### config.mk
export PLATFORM = sky130hd
export DESIGN_NAME = hazard_ctrl
export DESIGN_NICKNAME = d
export VERILOG_FILES = /design/src/rtl/cpu_pkg.sv /design/src/rtl/hazard_ctrl_sat_counter.sv /design/src/rtl/hazard_ctrl.sv
export SDC_FILE = /design/constraint.sdc
export NUM_CORES = 1
export LEC_CHECK = 0
export CORE_AREA = 2 2 98 100
export CTS_CLUSTER_SIZE = 25
export DETAILED_ROUTE_END_ITERATION = 6
export DIE_AREA = 0 0 100 102
export PLACE_DENSITY = 0.77
export SYNTH_ARGS = -nofsm -noshare
export SYNTH_HDL_FRONTEND = slang
export SYNTH_SLANG_ARGS = --single-unit
export TNS_END_PERCENT = 100
### constraint.sdc
create_clock -name clk -period 7.2 [get_ports clk]
set_clock_uncertainty 0.15 [all_clocks]
set_input_delay 2.16 -clock clk [delete_from_list [all_inputs] [get_ports clk]]
set_output_delay 2.16 -clock clk [all_outputs]
set_load 0.02 [all_outputs]
### src/rtl/cpu_pkg.sv
`default_nettype none
// +------------------------------------------------------------------+
// | cpu_pkg : RV32I opcode constants, hazard FSM states, reg-use fns |
// | Rev 1.0                                                          |
// +------------------------------------------------------------------+
package cpu_pkg;

   localparam logic [6:0] OP_LUI   = 7'b0110111;
   localparam logic [6:0] OP_AUIPC = 7'b0010111;
   localparam logic [6:0] OP_JAL   = 7'b1101111;
   localparam logic [6:0] OP_R     = 7'b0110011;
   localparam logic [6:0] OP_S     = 7'b0100011;
   localparam logic [6:0] OP_B     = 7'b1100011;
   localparam logic [6:0] OP_LOAD  = 7'b0000011;

   typedef enum logic [0:0] {
      HZ_RUN  = 1'b0,
      HZ_WAIT = 1'b1
   } hz_state_t;

   function automatic logic uses_rs1(input logic [6:0] opcode);
      return !((opcode == OP_LUI) || (opcode == OP_AUIPC) || (opcode == OP_JAL));
   endfunction

   function automatic logic uses_rs2(input logic [6:0] opcode);
      return (opcode == OP_R) || (opcode == OP_S) || (opcode == OP_B);
   endfunction

endpackage
`default_nettype wire

### src/rtl/hazard_ctrl_sat_counter.sv
`default_nettype none
// +------------------------------------------------------------------+
// | sat_counter : up-counter that sticks at all-ones                 |
// | Rev 1.0                                                          |
// +------------------------------------------------------------------+
module sat_counter #(
   parameter int W = 32
) (
   input  logic         clk,
   input  logic         rst_n,
   input  logic         inc,
   output logic [W-1:0] count
);

   always_ff @(posedge clk or negedge rst_n) begin
      if (!rst_n) begin
         count <= '0;
      end else if (inc && (count != {W{1'b1}})) begin
         count <= count + W'(1);
      end
   end

endmodule
`default_nettype wire

### src/rtl/hazard_ctrl.sv
`default_nettype none
// +------------------------------------------------------------------+
// | hazard_ctrl : stall/flush control for the 5-stage RV32I pipeline |
// | Rev 1.0                                                          |
// +------------------------------------------------------------------+
module hazard_ctrl
   import cpu_pkg::*;
#(
   parameter int CNT_W     = 32,
   parameter int MAX_WAIT  = 255,
   parameter int WAIT_W    = 8,
   parameter int STORE_FWD = 1
) (
   input  logic             clk,
   input  logic             rst_n,
   input  logic [31:0]      Instruction_IFID,
   input  logic [31:0]      Instruction_IDEX,
   input  logic             memRead_IDEX,
   input  logic             memRead_EXMEM,
   input  logic             memWrite_EXMEM,
   input  logic             dmem_ready,
   input  logic             branch_taken_EX,
   output logic             stall_PC,
   output logic             stall_IFID,
   output logic             stall_IDEX,
   output logic             stall_EXMEM,
   output logic             stall_MEMWB,
   output logic             flush_IFID,
   output logic             flush_IDEX,
   output logic             flush_EXMEM,
   output logic [CNT_W-1:0] stall_cycles,
   output logic [CNT_W-1:0] flush_events,
   output logic             mem_timeout,
   output logic             mem_wait
);

   localparam logic [WAIT_W-1:0] c_MAX_WAIT = WAIT_W'(MAX_WAIT);

   logic [4:0]  w_rd_idex;
   logic [4:0]  w_rs1_ifid;
   logic [4:0]  w_rs2_ifid;
   logic [6:0]  w_op_ifid;
   logic        w_is_store;
   logic        w_rs1_hit;
   logic        w_rs2_hit;
   logic        w_load_use;
   logic        w_mem_busy;
   logic        w_any_stall;
   logic        w_flush_evt;
   logic        w_unused_bits;

   hz_state_t          r_state;
   hz_state_t          w_state_nxt;
   logic [WAIT_W-1:0]  r_wait_cnt;
   logic [WAIT_W-1:0]  w_wait_cnt_nxt;
   logic               r_timeout;

   assign w_rd_idex  = Instruction_IDEX[11:7];
   assign w_rs1_ifid = Instruction_IFID[19:15];
   assign w_rs2_ifid = Instruction_IFID[24:20];
   assign w_op_ifid  = Instruction_IFID[6:0];
   assign w_is_store = (w_op_ifid == OP_S);

   assign w_unused_bits = ^{Instruction_IDEX[31:12], Instruction_IDEX[6:0],
                            Instruction_IFID[31:25], Instruction_IFID[11:7]};

   // Store data from a load is forwarded in MEM, so only the rs2 term may be waived.
   assign w_rs1_hit  = uses_rs1(w_op_ifid) && (w_rs1_ifid == w_rd_idex);
   assign w_rs2_hit  = uses_rs2(w_op_ifid) && (w_rs2_ifid == w_rd_idex) &&
                       !((STORE_FWD != 0) && w_is_store);
   assign w_load_use = memRead_IDEX && (w_rd_idex != 5'd0) && (w_rs1_hit || w_rs2_hit);

   assign w_mem_busy = (memRead_EXMEM || memWrite_EXMEM) && !dmem_ready;

   always_comb begin
      stall_PC    = 1'b0;
      stall_IFID  = 1'b0;
      stall_IDEX  = 1'b0;
      stall_EXMEM = 1'b0;
      stall_MEMWB = 1'b0;
      flush_IFID  = 1'b0;
      flush_IDEX  = 1'b0;
      flush_EXMEM = 1'b0;
      if (w_mem_busy) begin
         // MEM/WB freezes too so WB-to-MEM store-data forwarding stays valid.
         stall_PC    = 1'b1;
         stall_IFID  = 1'b1;
         stall_IDEX  = 1'b1;
         stall_EXMEM = 1'b1;
         stall_MEMWB = 1'b1;
      end else if (branch_taken_EX) begin
         flush_IFID  = 1'b1;
         flush_IDEX  = 1'b1;
      end else if (w_load_use) begin
         stall_PC    = 1'b1;
         stall_IFID  = 1'b1;
         flush_IDEX  = 1'b1;
      end
   end

   assign w_any_stall = stall_PC | stall_IFID | stall_IDEX | stall_EXMEM | stall_MEMWB;
   assign w_flush_evt = !w_mem_busy && branch_taken_EX;

   always_comb begin
      w_state_nxt    = r_state;
      w_wait_cnt_nxt = r_wait_cnt;
      case (r_state)
         HZ_RUN: begin
            if (w_mem_busy) begin
               w_state_nxt    = HZ_WAIT;
               w_wait_cnt_nxt = WAIT_W'(1);
            end
         end
         HZ_WAIT: begin
            if (!w_mem_busy) begin
               w_state_nxt    = HZ_RUN;
               w_wait_cnt_nxt = '0;
            end else if (r_wait_cnt != c_MAX_WAIT) begin
               w_wait_cnt_nxt = r_wait_cnt + WAIT_W'(1);
            end
         end
         default: begin
            w_state_nxt    = HZ_RUN;
            w_wait_cnt_nxt = '0;
         end
      endcase
   end

   always_ff @(posedge clk or negedge rst_n) begin
      if (!rst_n) begin
         r_state    <= HZ_RUN;
         r_wait_cnt <= '0;
         r_timeout  <= 1'b0;
      end else begin
         r_state    <= w_state_nxt;
         r_wait_cnt <= w_wait_cnt_nxt;
         if (w_wait_cnt_nxt == c_MAX_WAIT) begin
            r_timeout <= 1'b1;
         end
      end
   end

   assign mem_wait    = (r_state == HZ_WAIT);
   assign mem_timeout = r_timeout;

   sat_counter #(.W(CNT_W)) u_stall_cnt (
      .clk   (clk),
      .rst_n (rst_n),
      .inc   (w_any_stall),
      .count (stall_cycles)
   );

   sat_counter #(.W(CNT_W)) u_flush_cnt (
      .clk   (clk),
      .rst_n (rst_n),
      .inc   (w_flush_evt),
      .count (flush_events)
   );

endmodule
`default_nettype wire
* Word-level counts from Yosys, hierarchy flattened
Index checks and enable logic that the tools add are counted.
Word-level totals: flip-flop bits (word level) 74, output and inout bits 74, input bits 71
Cells by class: bitwise gates (word level) 4, mux-type cells 12, add/subtract/negate cells 3, reductions and logical operators 20, equal/unequal tests 12
Operators with widths (number):
- adder 32 x 1 -> 32 bit (second input constant) | 2
- inequality test 32 bit (second input constant) | 2
- 2-to-1 mux 8 bit | 3
- == test 7 x 6 -> 1 bit (second input constant) | 3
- one-hot mux 8 bit (2 select lines) | 1
- == test 7 bit (second input constant) | 2
- == test 5 bit | 2
- logical AND 1 bit | 9
- adder 8 x 1 -> 8 bit (second input constant) | 1
- == test 8 bit (second input constant) | 1
- 2-to-1 mux 1 bit | 8
- inequality test 8 bit (second input constant) | 1
- == test 7 x 5 -> 1 bit (second input constant) | 1
- logical OR 1 bit | 6
- nonzero test 5 bit | 1
- zero test 1 bit | 4
- bitwise OR 1 bit | 3
- NOT 1 bit | 1

* Longest topological paths before layout
Gate-level depths: netlist (run 1).
word-level depth 14, mapped depth 8

* By module
Synthesis (run 1) repeated with hierarchy kept, for this count alone.
Unflattened totals: cells, all modules 410, area total of the unflattened synthesis 4191.5 µm²
By module, submodules not included:
- sat_counter | cells an instance 151, area each 1624.1 µm², instances 2, seq. area each 800.8 µm²
- hazard_ctrl | cells an instance 108, area each 943.4 µm², instances 1, seq. area each 250.2 µm²

* Worst setup path before layout (run 1)
No wires, ideal clock.
path kind input -> output, start input port Instruction_IDEX[7], end output port stall_PC, path buffers 2, setup slack 1.192 ns, required time 4.890 ns, stages on the path 7, arrival 3.698 ns, cells stage by stage or4_4 o211ai_2 nor4b_2 nor3_4 inv_4 buf_6 buf_4
On the way: word-level cells in the longest chain between the ends 8
RTL lines:
- start, declared | line hazard_ctrl.sv:17 | input logic [31:0] Instruction_IDEX,
- == test 5 bit | line hazard_ctrl.sv:69 | assign w_rs2_hit = uses_rs2(w_op_ifid) && (w_rs2_ifid == w_rd_idex) &&
- logical AND 1 bit (2 in series) | line hazard_ctrl.sv:69
- logical OR 1 bit | line hazard_ctrl.sv:71 | assign w_load_use = memRead_IDEX && (w_rd_idex != 5'd0) && (w_rs1_hit || w_rs2_hit);
- logical AND 1 bit * | line hazard_ctrl.sv:71
- 2-to-1 mux 1 bit * (3 in series)
- end, declared | line hazard_ctrl.sv:23 | output logic stall_PC,
Mark *: on every way between the ends. The rest lies on a longest branch, timed or not.

* Worst setup path after layout (run 1)
start input port Instruction_IDEX[7], end output port stall_PC
On the way: word-level cells in the longest chain between the ends 8
RTL lines:
- == test 5 bit | line hazard_ctrl.sv:69
- logical AND 1 bit (2 in series) | line hazard_ctrl.sv:69
- logical OR 1 bit | line hazard_ctrl.sv:71
- logical AND 1 bit * | line hazard_ctrl.sv:71
- 2-to-1 mux 1 bit * | line hazard_ctrl.sv:94 | end else if (w_load_use) begin
- 2-to-1 mux 1 bit * | line hazard_ctrl.sv:91 | end else if (branch_taken_EX) begin
- 2-to-1 mux 1 bit * | line hazard_ctrl.sv:84 | if (w_mem_busy) begin
Marked as above.

==> results.txt, run 1 <==
Detailed Route Iter0 Violations -> 139
Switching pwr -> 361 µW
Most frequent cells in the layout -> clkdlybuf4s50_1 (100), dfrtp_1 (74), nand2_1 (44)
Fillers -> 804
DP Area -> 5090 µm²
Synth unique cells -> 62
Reg2Reg Depth -> 6
Synthesized flop and latch total -> 74
Synth Area in Simple Gates -> 27.7%
Internal cell power -> 728 µW
Synth Flop Type -> dfrtp_1
Cell mode on critical path -> clkdlybuf4s50_1
Hold_sp -> mem_timeout
Crit start category -> primary input
CP endpoint kind -> output pin
Max frequency -> 148 MHz
CTS tree -> done
Req. time, crit path -> 4.89 ns
Area added between synthesis and finish -> 31.3%
P_leak -> 2.18 nW
Slew margin rel. -> 37.6%
Outcome -> completed
DIE WIDTH -> 100 µm
Mapped Area -> 4010 µm²
Slew Limit Fails -> 0
Via count -> 3442
Combinational power share -> 24.9%
WHS Endpoint -> mem_timeout
CP max stage delay -> 0.57 ns
Yosys warns -> 0
# nets final -> 579
Arrival @ worst endpoint -> 4.45 ns
Remaining DRCs -> 0
R2r startpoint -> u_stall_cnt.count[0]
Clock tree buffer depth -> 2
Initial antenna violation count -> 0
Gpl congestion -> 0.819
Mux cell area share after synthesis -> 1.93%
Reg area -> 1850 µm²
Initial Util -> 44.0%
Num rows -> 35
Insertion delay to the later sink of the worst-skew pair -> 0.36 ns
IR Drop Worst-Case VDD -> 0.0821 mV
Hpwl dp -> 6.94 mm
Initial DRT Pass Iterations -> 4
CP max stage cell -> or4_4
Hold Crit Depth -> 1
Final wirelength -> 9.64 mm
Placed instance count -> 605
Clk slew on worst S/H paths -> 0.08 ns
CTS root buf -> clkbuf_8
Post-synthesis adder-cell area fraction -> 0.936%
Die H -> 102 µm
Largest net degree at the start of global routing -> 75
Number of max-cap violations -> 0
Die area -> 10200 µm²
EDFF count, synth -> 0
RSZ-0062 raised after global routing -> no
Pwr Density -> 207 nW/µm²
Minimum clock period -> 6.76 ns
Clock network power share -> 27.2%
FFs w/ async S/R, synth -> 100%
Number of global-route vias before repair -> 3245
Cells after Synth -> 402
Fin crit share -> 93.9%
Finished Layout Cells -> 621
Gr usage total -> 18.9%
Sequential Power Share -> 47.9%
Main combinational cell family by area after synthesis -> simple AND/OR/NAND/NOR gates
Ports -> 145
Avg WL per Cell -> 15.5 µm
Final instance area -> 5270 µm²
Crit-path cells -> clkdlybuf4s50_1 > or4_4 > o211ai_2 > nor4b_2 > nor3_4 > inv_4 > clkdlybuf4s50_1
Switching share of power -> 33.2%
Core ar. -> 9110 µm²
Syn_nets -> 476
Synth Area in Compound Gates -> 5.49%
Vias/cell -> 5.54
Worst Path Max Fanout -> 18
Area of the multi-input gates -> 2040 µm²
H-tree depth -> 3
Final ANT Viol Nets -> 0
Ant. Diodes -> 0
Total negative slack -> 0 ns
XOR/XNOR share of the synthesized area -> 14.6%
R2R Setup Slk -> 4.41 ns
Clock tree sinks -> 74
Worst reg2reg endpoint -> u_stall_cnt.count[1]
Seq/Total Area, Yosys -> 46.2%
Syn avg cell area -> 9.98 µm²
Cts repair resizes -> 0
Most common cell after layout, fill and taps aside -> clkdlybuf4s50_1
Share of cells above drive strength 1 -> 8.43%
Util after Layout -> 57.8%
Slew @ Worst Pin -> 0.935 ns
# setup viols final -> 0
Setup repair bufs after CTS -> 0
Fin. Hold Viols -> 0
First-pass GRT wire length -> 15.3 mm
GR Overflow Total -> 0
HP Class -> reg2reg
# hold bufs at CTS -> 0
CTS Buf Count -> 9
Port bufs -> 101
WS Path Type -> in2out
[critical path, delay by kind of cell]
family / cells / cell delay, ns
AOI/OAI and AO/OA: 1 / 0.21
buffers and inverters: 3 / 1.18
and+or+nand+nor: 3 / 0.89
[worst max-delay path by stage]
stage | end | slack, ns | startpoint | cells past startpoint
detailed placement | stall_PC | 0.41 | Instruction_IDEX[7] | 7
floorplan | stall_PC | 1.19 | Instruction_IDEX[7] | 7
global placement | stall_PC | 0.45 | Instruction_IDEX[7] | 7
global route | stall_IFID | 0.36 | Instruction_IDEX[10] | 7
CTS | stall_PC | 0.41 | Instruction_IDEX[7] | 7
finish | stall_PC | 0.44 | Instruction_IDEX[7] | 7
[synth_stat cells (all sizes together), types with 2 or more instances]
master	n	area [µm²]
dfrtp	74	1850
nand2	45	171
xnor2	41	359
nand3	29	160
nand4	26	163
xor2	26	228
nor2	22	85.1
nor3	20	111
and3	13	83.8
inv	10	40.0
o21ai	9	45.0
and2	8	52.6
and4	7	62.6
nor4	7	50.1
buf	6	52.6
mux2	6	67.6
nor4b	6	58.8
a21oi	5	25.0
clkbuf	5	28.8
nand4b	4	35.0
ha	3	37.5
a211oi	2	15.0
a31oi	2	12.5
or3b	2	17.5
or4	2	18.8
[routing by layer]
| layer | global-route usage [%] | vias up | wire, µm |
|---|---|---|---|
| li1 | - | 1639 | - |
| met1 | 24.2 | 1703 | 4250 |
| met2 | 31.4 | 95 | 4690 |
| met3 | 5.34 | 5 | 600 |
| met4 | 5.90 | 0 | 94 |
| met5 | 0 | - | 0 |
[cells by family after synthesis]
family	Yosys count
fa+ha+maj	3
other cells	1
buf+inv	21
simple gates	197
mux	7
xor+xnor	67
flops	74
compound gates	32
[through the flow]
| step | total power [mW] | hold WS [ns] | setup slack (ns) |
|---|---|---|---|
| after global routing | 1.14 | 0.361 | 0.362 |
| after global placement | 0.793 | 0.322 | 0.449 |
| final | 1.09 | 0.328 | 0.443 |
| after CTS | 1.10 | 0.342 | 0.406 |
| after floorplan | 0.655 | 0.365 | 1.19 |
| after detailed placement | 0.804 | 0.321 | 0.415 |
[flip-flops by register name (all words and copies together) (netlist names)]
name,flops
r_wait_cnt,8
mem_wait,1
mem_timeout,1
u_stall_cnt.count,32
u_flush_cnt.count,32
[layout make-up]
| cell class | instances | area share (%) |
|---|---|---|
| inverter | 10 | 0.760 |
| multi-input combinational | 307 | 38.7 |
| clock inverter | 6 | 0.784 |
| timing repair buffer | 103 | 19.4 |
| tap | 111 | 2.64 |
| sequential | 74 | 35.1 |
| clock buffer | 10 | 2.61 |
[power groups by stage]
stage	Combinational [mW]	Clock [mW]	Sequential [mW]
2_1_floorplan	0.0911	0	0.564
3_3_place_gp	0.265	0	0.528
3_5_place_dp	0.273	0	0.530
4_1_cts	0.274	0.305	0.523
5_1_grt	0.293	0.321	0.529
6_report	0.271	0.296	0.522
Note: power is estimated with default switching activity, not from simulation.
==> run 2, diff against run 1 <==
--- a/config.mk
+++ b/config.mk
@@ -10,6 +10,7 @@
 export DETAILED_ROUTE_END_ITERATION = 6
 export DIE_AREA = 0 0 100 102
 export PLACE_DENSITY = 0.77
+export SKIP_CTS_REPAIR_TIMING = 1
 export SYNTH_ARGS = -nofsm -noshare
 export SYNTH_HDL_FRONTEND = slang
 export SYNTH_SLANG_ARGS = --single-unit
==> results of run 2 <==
Same layout as run 1: the final DEF is identical, and so are final timing and power.
